## config.mk

```make
export PLATFORM = sky130hd
export DESIGN_NAME = ifu
export DESIGN_NICKNAME = d
export VERILOG_FILES = /design/src/rtl/ifu.sv
export SDC_FILE = /design/constraint.sdc
export NUM_CORES = 1
export LEC_CHECK = 0
export ABC_AREA = 1
export CAP_MARGIN = 25
export CORE_MARGIN = 5
export CORE_UTILIZATION = 48
export CTS_BUF_LIST = sky130_fd_sc_hd__clkbuf_16
export DETAILED_ROUTE_END_ITERATION = 12
export PLACE_DENSITY = 0.87
export RECOVER_POWER = 50
export SETUP_SLACK_MARGIN = 0.3
export SLEW_MARGIN = 20
export SYNTH_ARGS = -nofsm -noshare
export SYNTH_HDL_FRONTEND = slang
export SYNTH_SLANG_ARGS = --single-unit
```

## constraint.sdc

```tcl
create_clock -name clk -period 4.3 [get_ports clk]
set_clock_uncertainty 0.15 [all_clocks]
set_input_delay 0.43 -clock clk [delete_from_list [all_inputs] [get_ports clk]]
set_output_delay 0.43 -clock clk [all_outputs]
set_load 0.02 [all_outputs]
```

## src/rtl/ifu.sv

```systemverilog
// Instruction fetch unit: owns the fetch PC, issues one imem read at a time and
// hands each returned word to decode with its PC.
// States: IDLE boot | REQ request out | WAIT awaiting data | HOLD word to decode | HALTED stopped
module ifu #(
    parameter logic [31:0] RESET_PC = 32'h8000_0000
) (
    input  logic        clk,
    input  logic        rst,
    output logic        imem_req_valid,
    input  logic        imem_req_ready,
    output logic [31:0] imem_req_addr,
    input  logic        imem_rsp_valid,
    input  logic [31:0] imem_rsp_data,
    input  logic        imem_rsp_err,
    output logic        inst_valid,
    input  logic        inst_ready,
    output logic [31:0] inst,
    output logic [31:0] pc,
    input  logic        redirect_valid,
    input  logic [31:0] redirect_pc,
    input  logic        halt,
    output logic        fetch_fault
);

    localparam logic [2:0] IDLE   = 3'd0;
    localparam logic [2:0] REQ    = 3'd1;
    localparam logic [2:0] WAIT   = 3'd2;
    localparam logic [2:0] HOLD   = 3'd3;
    localparam logic [2:0] HALTED = 3'd4;

    logic [2:0]  state_q, state_d;
    logic [31:0] pc_q, pc_d;
    logic [31:0] inst_q, inst_d;
    logic        fault_q, fault_d;
    logic        kill_q, kill_d;

    always_comb begin
        state_d = state_q;
        pc_d    = pc_q;
        inst_d  = inst_q;
        fault_d = fault_q;
        kill_d  = kill_q;

        case (state_q)
            IDLE: state_d = REQ;
            REQ: begin
                if (imem_req_ready) state_d = WAIT;
            end
            WAIT: begin
                if (imem_rsp_valid) begin
                    if (kill_q) begin
                        kill_d  = 1'b0;
                        state_d = REQ;
                    end else if (imem_rsp_err) begin
                        fault_d = 1'b1;
                        state_d = HALTED;
                    end else begin
                        inst_d  = imem_rsp_data;
                        state_d = HOLD;
                    end
                end
            end
            HOLD: begin
                if (inst_ready) begin
                    pc_d    = pc_q + 32'd4;
                    state_d = REQ;
                end
            end
            HALTED: state_d = HALTED;
            default: state_d = IDLE;
        endcase

        // A redirect never latches data; kill marks a response whose request it overtook.
        if (redirect_valid && (state_q != HALTED)) begin
            pc_d    = redirect_pc;
            inst_d  = inst_q;
            fault_d = fault_q;
            if (redirect_pc[1:0] != 2'b00) begin
                fault_d = 1'b1;
                state_d = HALTED;
            end else begin
                case (state_q)
                    REQ: begin
                        if (imem_req_ready) kill_d = 1'b1;
                    end
                    WAIT: begin
                        if (imem_rsp_valid) begin
                            kill_d  = 1'b0;
                            state_d = REQ;
                        end else begin
                            kill_d  = 1'b1;
                        end
                    end
                    default: state_d = REQ;
                endcase
            end
        end

        if (halt) begin
            state_d = HALTED;
            pc_d    = pc_q;
            inst_d  = inst_q;
            fault_d = fault_q;
            kill_d  = kill_q;
        end
    end

    always_ff @(posedge clk or negedge rst) begin
        if (!rst) begin
            state_q <= IDLE;
            pc_q    <= RESET_PC;
            inst_q  <= 32'h0;
            fault_q <= 1'b0;
            kill_q  <= 1'b0;
        end else begin
            state_q <= state_d;
            pc_q    <= pc_d;
            inst_q  <= inst_d;
            fault_q <= fault_d;
            kill_q  <= kill_d;
        end
    end

    assign imem_req_valid = (state_q == REQ);
    assign imem_req_addr  = pc_q;
    assign inst_valid     = (state_q == HOLD);
    assign inst           = inst_q;
    assign pc             = pc_q;
    assign fetch_fault    = fault_q;

endmodule

```

==> results of run 1 <==
[per-layer routing]
layer / up-vias / global-route usage
met4: 0 / 0.108
li1: 2180 / -
met2: 249 / 0.403
met1: 2039 / 0.261
met5: - / 0
met3: 27 / 0.0845
[synthesized netlist by cell type]
library cell | instances | area (um2)
nor4_1 | 1 | 6.26
a31oi_1 | 3 | 18.8
nor2_4 | 2 | 22.5
buf_8 | 1 | 15.0
buf_6 | 8 | 90.1
clkbuf_2 | 1 | 5.00
nand3_4 | 1 | 17.5
nand2_1 | 209 | 785
o21ai_2 | 10 | 87.6
xor2_1 | 4 | 35.0
mux2_2 | 2 | 22.5
o21bai_1 | 1 | 7.51
nor3_4 | 1 | 16.3
inv_4 | 1 | 6.26
dfrtp_1 | 68 | 1700
o21ai_1 | 38 | 190
nor2_1 | 55 | 206
nand4_1 | 3 | 18.8
buf_4 | 35 | 263
nor3_1 | 3 | 15.0
o211ai_1 | 3 | 22.5
dfstp_2 | 1 | 26.3
nand2_2 | 4 | 25.0
nand3_1 | 41 | 205
inv_2 | 3 | 11.3
nor3_2 | 1 | 10.0
ha_1 | 1 | 12.5
buf_2 | 5 | 25.0
a21oi_1 | 4 | 20.0
o21ai_0 | 16 | 80.1
nor2_2 | 3 | 18.8
or2_2 | 9 | 56.3
inv_1 | 85 | 319
and2_1 | 1 | 6.26
nand2_4 | 3 | 33.8
a211oi_1 | 1 | 7.51
[layout by cell type (no fill, tap or decap), drive strengths merged, types with 5 or more instances in the layout]
| cell | n |
|---|---|
| nand2 | 216 |
| clkdlybuf4s50 | 121 |
| inv | 89 |
| dfrtp | 68 |
| o21ai | 64 |
| nor2 | 60 |
| dlygate4sd3 | 48 |
| nand3 | 42 |
| clkbuf | 10 |
| or2 | 9 |
| nor3 | 5 |
[cell type report]
class	instances	area [um2]
Tap cell	111	139
Timing Repair Buffer	171	1700
Inverter	89	337
Sequential cell	69	1730
Fill cell	767	2940
Multi-Input combinational cell	420	1950
Clock inverter	7	90.1
Clock buffer	9	225
[how the worst max path moves through the flow]
stage / endpoint / cells past startpoint / slack, ps
after floorplan: imem_req_addr[22]$_DFFE_PN0P_ / 10 / 2520
after global placement: imem_req_addr[12]$_DFFE_PN0P_ / 8 / 1530
after detailed placement: imem_req_addr[12]$_DFFE_PN0P_ / 8 / 1500
after CTS: imem_req_addr[16]$_DFFE_PN0P_ / 9 / 1760
after global routing: imem_req_addr[12]$_DFFE_PN0P_ / 9 / 1510
final: imem_req_addr[16]$_DFFE_PN0P_ / 9 / 1710
[power by group through the flow]
stage	registers, mW	clock network (mW)	logic (mW)
finish	1.03	0.786	1.55
global route	1.05	0.827	1.67
CTS	1.02	0.798	1.57
detailed placement	1.03	0	1.56
global placement	1.02	0	1.52
floorplan	1.12	0	0.922
[cells by family (layout without fill, tap and decap cells)]
| kind of cell | Yosys count | count (layout) | synth area share |
|---|---|---|---|
| AO/OA/AOI/OAI | 76 | 76 | 0.0985 |
| adder cells (fa/ha/maj) | 1 | 1 | 0.00284 |
| buffers and inverters | 139 | 276 | 0.167 |
| multiplexers | 2 | 2 | 0.00511 |
| flip-flops | 69 | 69 | 0.392 |
| AND/OR/NAND/NOR | 337 | 337 | 0.327 |
| XOR/XNOR | 4 | 4 | 0.00794 |
[worst min-delay path, delay by kind of cell, from the launching register on]
family	cells	cell delay, ps
simple gates	1	60
flops	1	340
compound gates	1	40
[through the flow]
stage | instance area (um2) | total power, mW | worst slack, ps
4_1_cts | 6170 | 3.40 | 1760
6_report | 6170 | 3.36 | 1710
3_3_place_gp | 5850 | 2.55 | 1530
2_1_floorplan | 4410 | 2.04 | 2520
5_1_grt | 6170 | 3.55 | 1510
3_5_place_dp | 5850 | 2.60 | 1500
[sequential cells by signal (all words and copies together) (netlist names)]
signal and flops:
imem_req_addr 32, inst 32, kill_q 1, fetch_fault 1, state_q 3
==> flow_summary_export.csv, run 1 <==
group,metric,value,unit
grt,grt_pass1_wl,21.5,mm
route,wirelength,12.7,mm
sta,min_period_over_period,0.601,
setup_path,rr_worst_depth,9,
sta,relSlewSlack,-0.420,
route,wl_met1,4.69,mm
sta,worst_pin_slew,2130,ps
route,drcViolationCount,0,
clock_network,clockRootBuffer,"clkbuf_16",
synth,syn_inst,628,
setup_path,worstSetupEndpointType,"flop",
die,io_pins,171,
setup_path,worst_ep_required_time,4400,ps
die,die-area,0.0112,mm2
hold_path,worstHoldStart,"inst[7]$_DFFE_PN0P_",
route,ant_nets,0,
synth,synth_seq_area_share,0.392,
route,dr.max_layer_used,"met4",
run,maxCapViolations,1,
pwr,combPwrFrac,0.460,
pwr,switchingPower,1.41,mW
synth,ys_types,36,
setup_path,crit_type,"flop to flop",
finish,fin_nets,833,
placed_design,place.gp.congestion,0.921,
route,routedWlPerCell,14.5,um
hold_path,worstHoldPathCells,2,
sta,timing.final.hold_violations,0,
pwr,p_leak,3.02,nW
sta,rsz0062_at_grt,"false",
synth,syn_area,0.00441,mm2
grt,grt_max_degree,65,
clock_network,postCtsSetupBuffers,0,
route,via_per_inst,5.13,
setup_path,crit_top_cell,"nand2_4",
die,die_w,106,um
hold_path,hold_class,"flop to flop",
pwr,p_per_area,545,mW/mm2
setup_path,r2r-end,"imem_req_addr[16]$_DFFE_PN0P_",
grt,grt_overflow,0,
sta,setup_violations,0,
route,drt_iter0_markers,258,
finish,drive_above_1_share,0.0745,
setup_path,slowest_stage,"dfrtp_1",
synth,syn_area_per_cell,7.02,um2
clock_network,clockBufferDepth,2,
setup_path,crit_buf_inv,2,
route,wl_met3,1.43,mm
die,rows,35,
route,dr_wl_met2,6.19,mm
clock_network,insertion_delay,320,ps
clock_network,hold_buffers,0,
placed_design,dp_hpwl,9.57,mm
synth,ys_ff_latch,69,
route,vias,4495,
setup_path,worstPathMaxFanout,51,
clock_network,cts_buffers,9,
setup_path,r2r_start,"state_q[1]$_DFF_PN0_",
setup_path,crit_family,"simple AND/OR/NAND/NOR gates",
sta,period_needed,2590,ps
route,drt_first_pass_iters,8,
finish,antenna_cells,0,
status,failed_checks,"max-capacitance violations, max-slew violations",
sta,max_freq,387,MHz
setup_path,cp_cell_sequence,"nor2_2 -> nand2_2 -> nand2_4 -> inv_2 -> nand2_4 -> nand2_4 -> inv_4 -> nand2_1 -> o21ai_1",
clock_network,cts_tree,"done",
clock_network,cts_resized,0,
sta,whs,326,ps
grt,gr-usage-all-layers,0.235,
synth,synth_fp_nets,701,
setup_path,slowest_delay,430,ps
sta,tns,0,ps
pwr,swShare,0.419,
pwr,clockPowerShare,0.234,
sta,slew_viol_final,39,
finish,syn2layout_area_growth,39.9,%
finish,fin_util,0.677,
setup_path,r2r_setup_slack,1710,ps
placed_design,portBuffers,170,
setup_path,cp-start-kind,"flop",
clock_network,clock-sinks,69,
synth,ys_warn_count,0,
clock_network,cts.clk_slew.worst_paths,60,ps
setup_path,arrival,2690,ps
grt,antenna_found_initial,0,
pwr,pwr-share-seq,0.306,
placed_design,place_inst,860,
pwr,internal_power,1.95,mW
finish,final_cells,876,
die,coreArea,0.00911,mm2
clock_network,htreeDepth,3,
setup_path,crit_path_start,"state_q[1]$_DFF_PN0_",
die,die-height,106,um
grt,grt_pass1_vias,4599,
die,start_util,0.484,
pwr,vdd_drop_max,0.239,mV
hold_path,whs_endpoint,"inst[7]$_DFFE_PN0P_",
status,outcome,"complete, but fails checks",
No activity file was read; power rests on OpenSTA's default activity.
==> run 2, diff against run 1 <==
--- a/config.mk
+++ b/config.mk
@@ -8,10 +8,10 @@
 export ABC_AREA = 1
 export CAP_MARGIN = 25
 export CORE_MARGIN = 5
-export CORE_UTILIZATION = 48
+export CORE_UTILIZATION = 40
 export CTS_BUF_LIST = sky130_fd_sc_hd__clkbuf_16
 export DETAILED_ROUTE_END_ITERATION = 12
-export PLACE_DENSITY = 0.87
+export PLACE_DENSITY = 0.77
 export RECOVER_POWER = 50
 export SETUP_SLACK_MARGIN = 0.3
 export SLEW_MARGIN = 20
==> constraint.sdc (replaced) <==
create_clock -name clk -period 2.16 [get_ports clk]
set_clock_uncertainty 0.15 [all_clocks]
set_input_delay 0.216 -clock clk [delete_from_list [all_inputs] [get_ports clk]]
set_output_delay 0.216 -clock clk [all_outputs]
set_load 0.02 [all_outputs]
==> run 2 against run 1 <==
The flow now finishes without violations. Register-to-register slack got worse by 1400 ps. Global-route usage fell by 3.5 points. Worst hold slack worse by 50 ps. Clock-buffer cell count did not move. Die area increased by 18%. Final cell count grew 4.6%. Sequential share of layout area fell by 0.45 points. Worst setup slack got worse by 1400 ps.
==> flow_summary_export.csv, run 2 (synthesis gave the netlist of run 1 again) <==
group,metric,value,unit
status,outcome,"complete, no violations",
finish,drive_above_1_share,0.107,
pwr,p_leak,3.05,nW
placed_design,dp_hpwl,9.60,mm
setup_path,arrival,1980,ps
sta,relSlewSlack,0.354,
die,die-area,0.0132,mm2
sta,max_freq,528,MHz
die,start_util,0.407,
setup_path,crit_type,"flop to flop",
setup_path,rr_worst_depth,11,
route,ant_nets,0,
setup_path,worstSetupEndpointType,"flop",
pwr,internal_power,3.79,mW
sta,worst_pin_slew,969,ps
finish,final_cell_area,0.00630,mm2
die,rows,38,
route,drt_first_pass_iters,7,
setup_path,worstPathMaxFanout,21,
route,via_per_inst,4.91,
pwr,swShare,0.431,
pwr,switchingPower,2.87,mW
placed_design,portBuffers,170,
route,vias,4496,
clock_network,clock-sinks,69,
die,die-height,115,um
route,routedWlPerCell,14.7,um
placed_design,place_inst,893,
grt,grt_max_degree,70,
setup_path,crit_end,"imem_req_addr[20]$_DFFE_PN0P_",
sta,setup_violations,0,
pwr,combPwrFrac,0.472,
placed_design,place.gp.congestion,0.930,
grt,antenna_found_initial,0,
clock_network,cts.clk_slew.worst_paths,60,ps
grt,gr-usage-all-layers,0.201,
die,io_pins,171,
setup_path,worst_ep_required_time,2240,ps
clock_network,cts_tree,"done",
finish,syn2layout_area_growth,42.8,%
sta,whs,276,ps
grt,grt_overflow,0,
sta,rsz0062_at_grt,"true",
route,wirelength,13.5,mm
clock_network,htreeDepth,3,
route,drcViolationCount,0,
grt,grt_pass1_wl,21.0,mm
sta,timing.final.hold_violations,0,
run,maxCapViolations,0,
finish,fin_util,0.581,
setup_path,cp-start-kind,"flop",
route,wl_met1,5.16,mm
die,die_w,115,um
pwr,p_per_area,1060,mW/mm2
route,wl_met3,1.68,mm
clock_network,cts_buffers,9,
placed_design,dpl_cell_area,0.00597,mm2
route,drt_iter0_markers,191,
sta,period_needed,1890,ps
clock_network,clockBufferDepth,2,
pwr,clockPowerShare,0.221,
finish,final_common_cell,"nand2_1",
grt,grt_pass1_vias,4330,
finish,antenna_cells,0,
finish,final_cell_mix,"nand2_1, clkdlybuf4s50_1, inv_1, dfrtp_1, nor2_1",
sta,slew_viol_final,0,
setup_path,r2r-end,"imem_req_addr[20]$_DFFE_PN0P_",
placed_design,pre_cts_slack,214,ps
route,dr.max_layer_used,"met4",
pwr,pwr-share-seq,0.307,
finish,fill_cells,1013,
setup_path,crit_path_start,"state_q[1]$_DFF_PN0_",
sta,worst_slack,268,ps
setup_path,r2r_start,"state_q[1]$_DFF_PN0_",
die,coreArea,0.0108,mm2
clock_network,clockRootBuffer,"clkbuf_16",
finish,final_cells,916,
sta,tns,0,ps
pwr,finalPower,6.66,mW
clock_network,insertion_delay,330,ps
hold_path,hold_class,"primary input to flop",
finish,fin_nets,844,
sta,min_period_over_period,0.876,
setup_path,r2r_setup_slack,270,ps
pwr,vdd_drop_max,0.490,mV
route,dr_wl_met2,6.32,mm
[run 2: cell types whose count changed in the layout (fill, tap and decap cells not counted), moves of 3 or more]
cell	delta
clkdlybuf4s50_1	+3
dlygate4sd2_1	+9
nor2_2	+3
dfrtp_1	-6
clkbuf_16	+3
nor2_1	-5
dlygate4sd3_1	-28
clkbuf_1	+15
dfrtp_2	+6
[run 2: critical path, stage by stage (launching register included)]
cell and delay, ps:
dfrtp_1 440, nor2_4 170, nand2_2 90, nand2_4 110, inv_2 60, clkbuf_2 300, nor2_2 220, nand2_1 70
nand2_1 60, nand2_1 40, nand2_1 50, inv_1 30
[run 2: what timing repair did]
action | CTS | global route
pin swaps | 0 | 2
endpoints found under the setup margin | 13 | 79
cloned | 0 | 3
buffers inserted | 0 | 3
resized for setup | 11 | 37
hold buffers | 1 | 0
endpoints found under the hold margin | 68 | 0
[run 2: worst min path at each step]
stage	slack, ps	depth (start not counted)	from	to
after floorplan	-230	0	rst	fetch_fault$_DFFE_PN0P_
after global placement	120	2	rst	imem_req_addr[6]$_DFFE_PN0P_
after detailed placement	120	2	rst	imem_req_addr[7]$_DFFE_PN0P_
after CTS	260	3	imem_rsp_data[19]	inst[19]$_DFFE_PN0P_
after global routing	280	3	imem_rsp_data[20]	inst[20]$_DFFE_PN0P_
final	280	3	imem_rsp_data[19]	inst[19]$_DFFE_PN0P_
[run 2: final cells by class]
| class | count | area, um2 | share of cell area |
|---|---|---|---|
| repair buffers | 182 | 1780 | 0.282 |
| clock buffers | 9 | 225 | 0.0358 |
| multi-input cells | 420 | 1980 | 0.315 |
| inverters | 89 | 337 | 0.0534 |
| well taps | 140 | 175 | 0.0278 |
| clock inverters | 7 | 66.3 | 0.0105 |
| flip-flops and latches | 69 | 1740 | 0.276 |
[run 2: per-layer routing]
metal  track usage  vias to the layer above
met1         0.228                     2045
met5             0                        -
met2         0.326                      233
met4        0.0970                        0
met3        0.0826                       20
li1              -                     2198
[run 2: power by group through the flow]
| stage | clock (mW) | sequential, mW | combinational [mW] |
|---|---|---|---|
| finish | 1.47 | 2.05 | 3.14 |
| global route | 1.56 | 2.11 | 3.41 |
| CTS | 1.51 | 2.03 | 3.17 |
| detailed placement | 0 | 2.05 | 3.19 |
| global placement | 0 | 2.04 | 3.14 |
| floorplan | 0 | 2.22 | 1.83 |
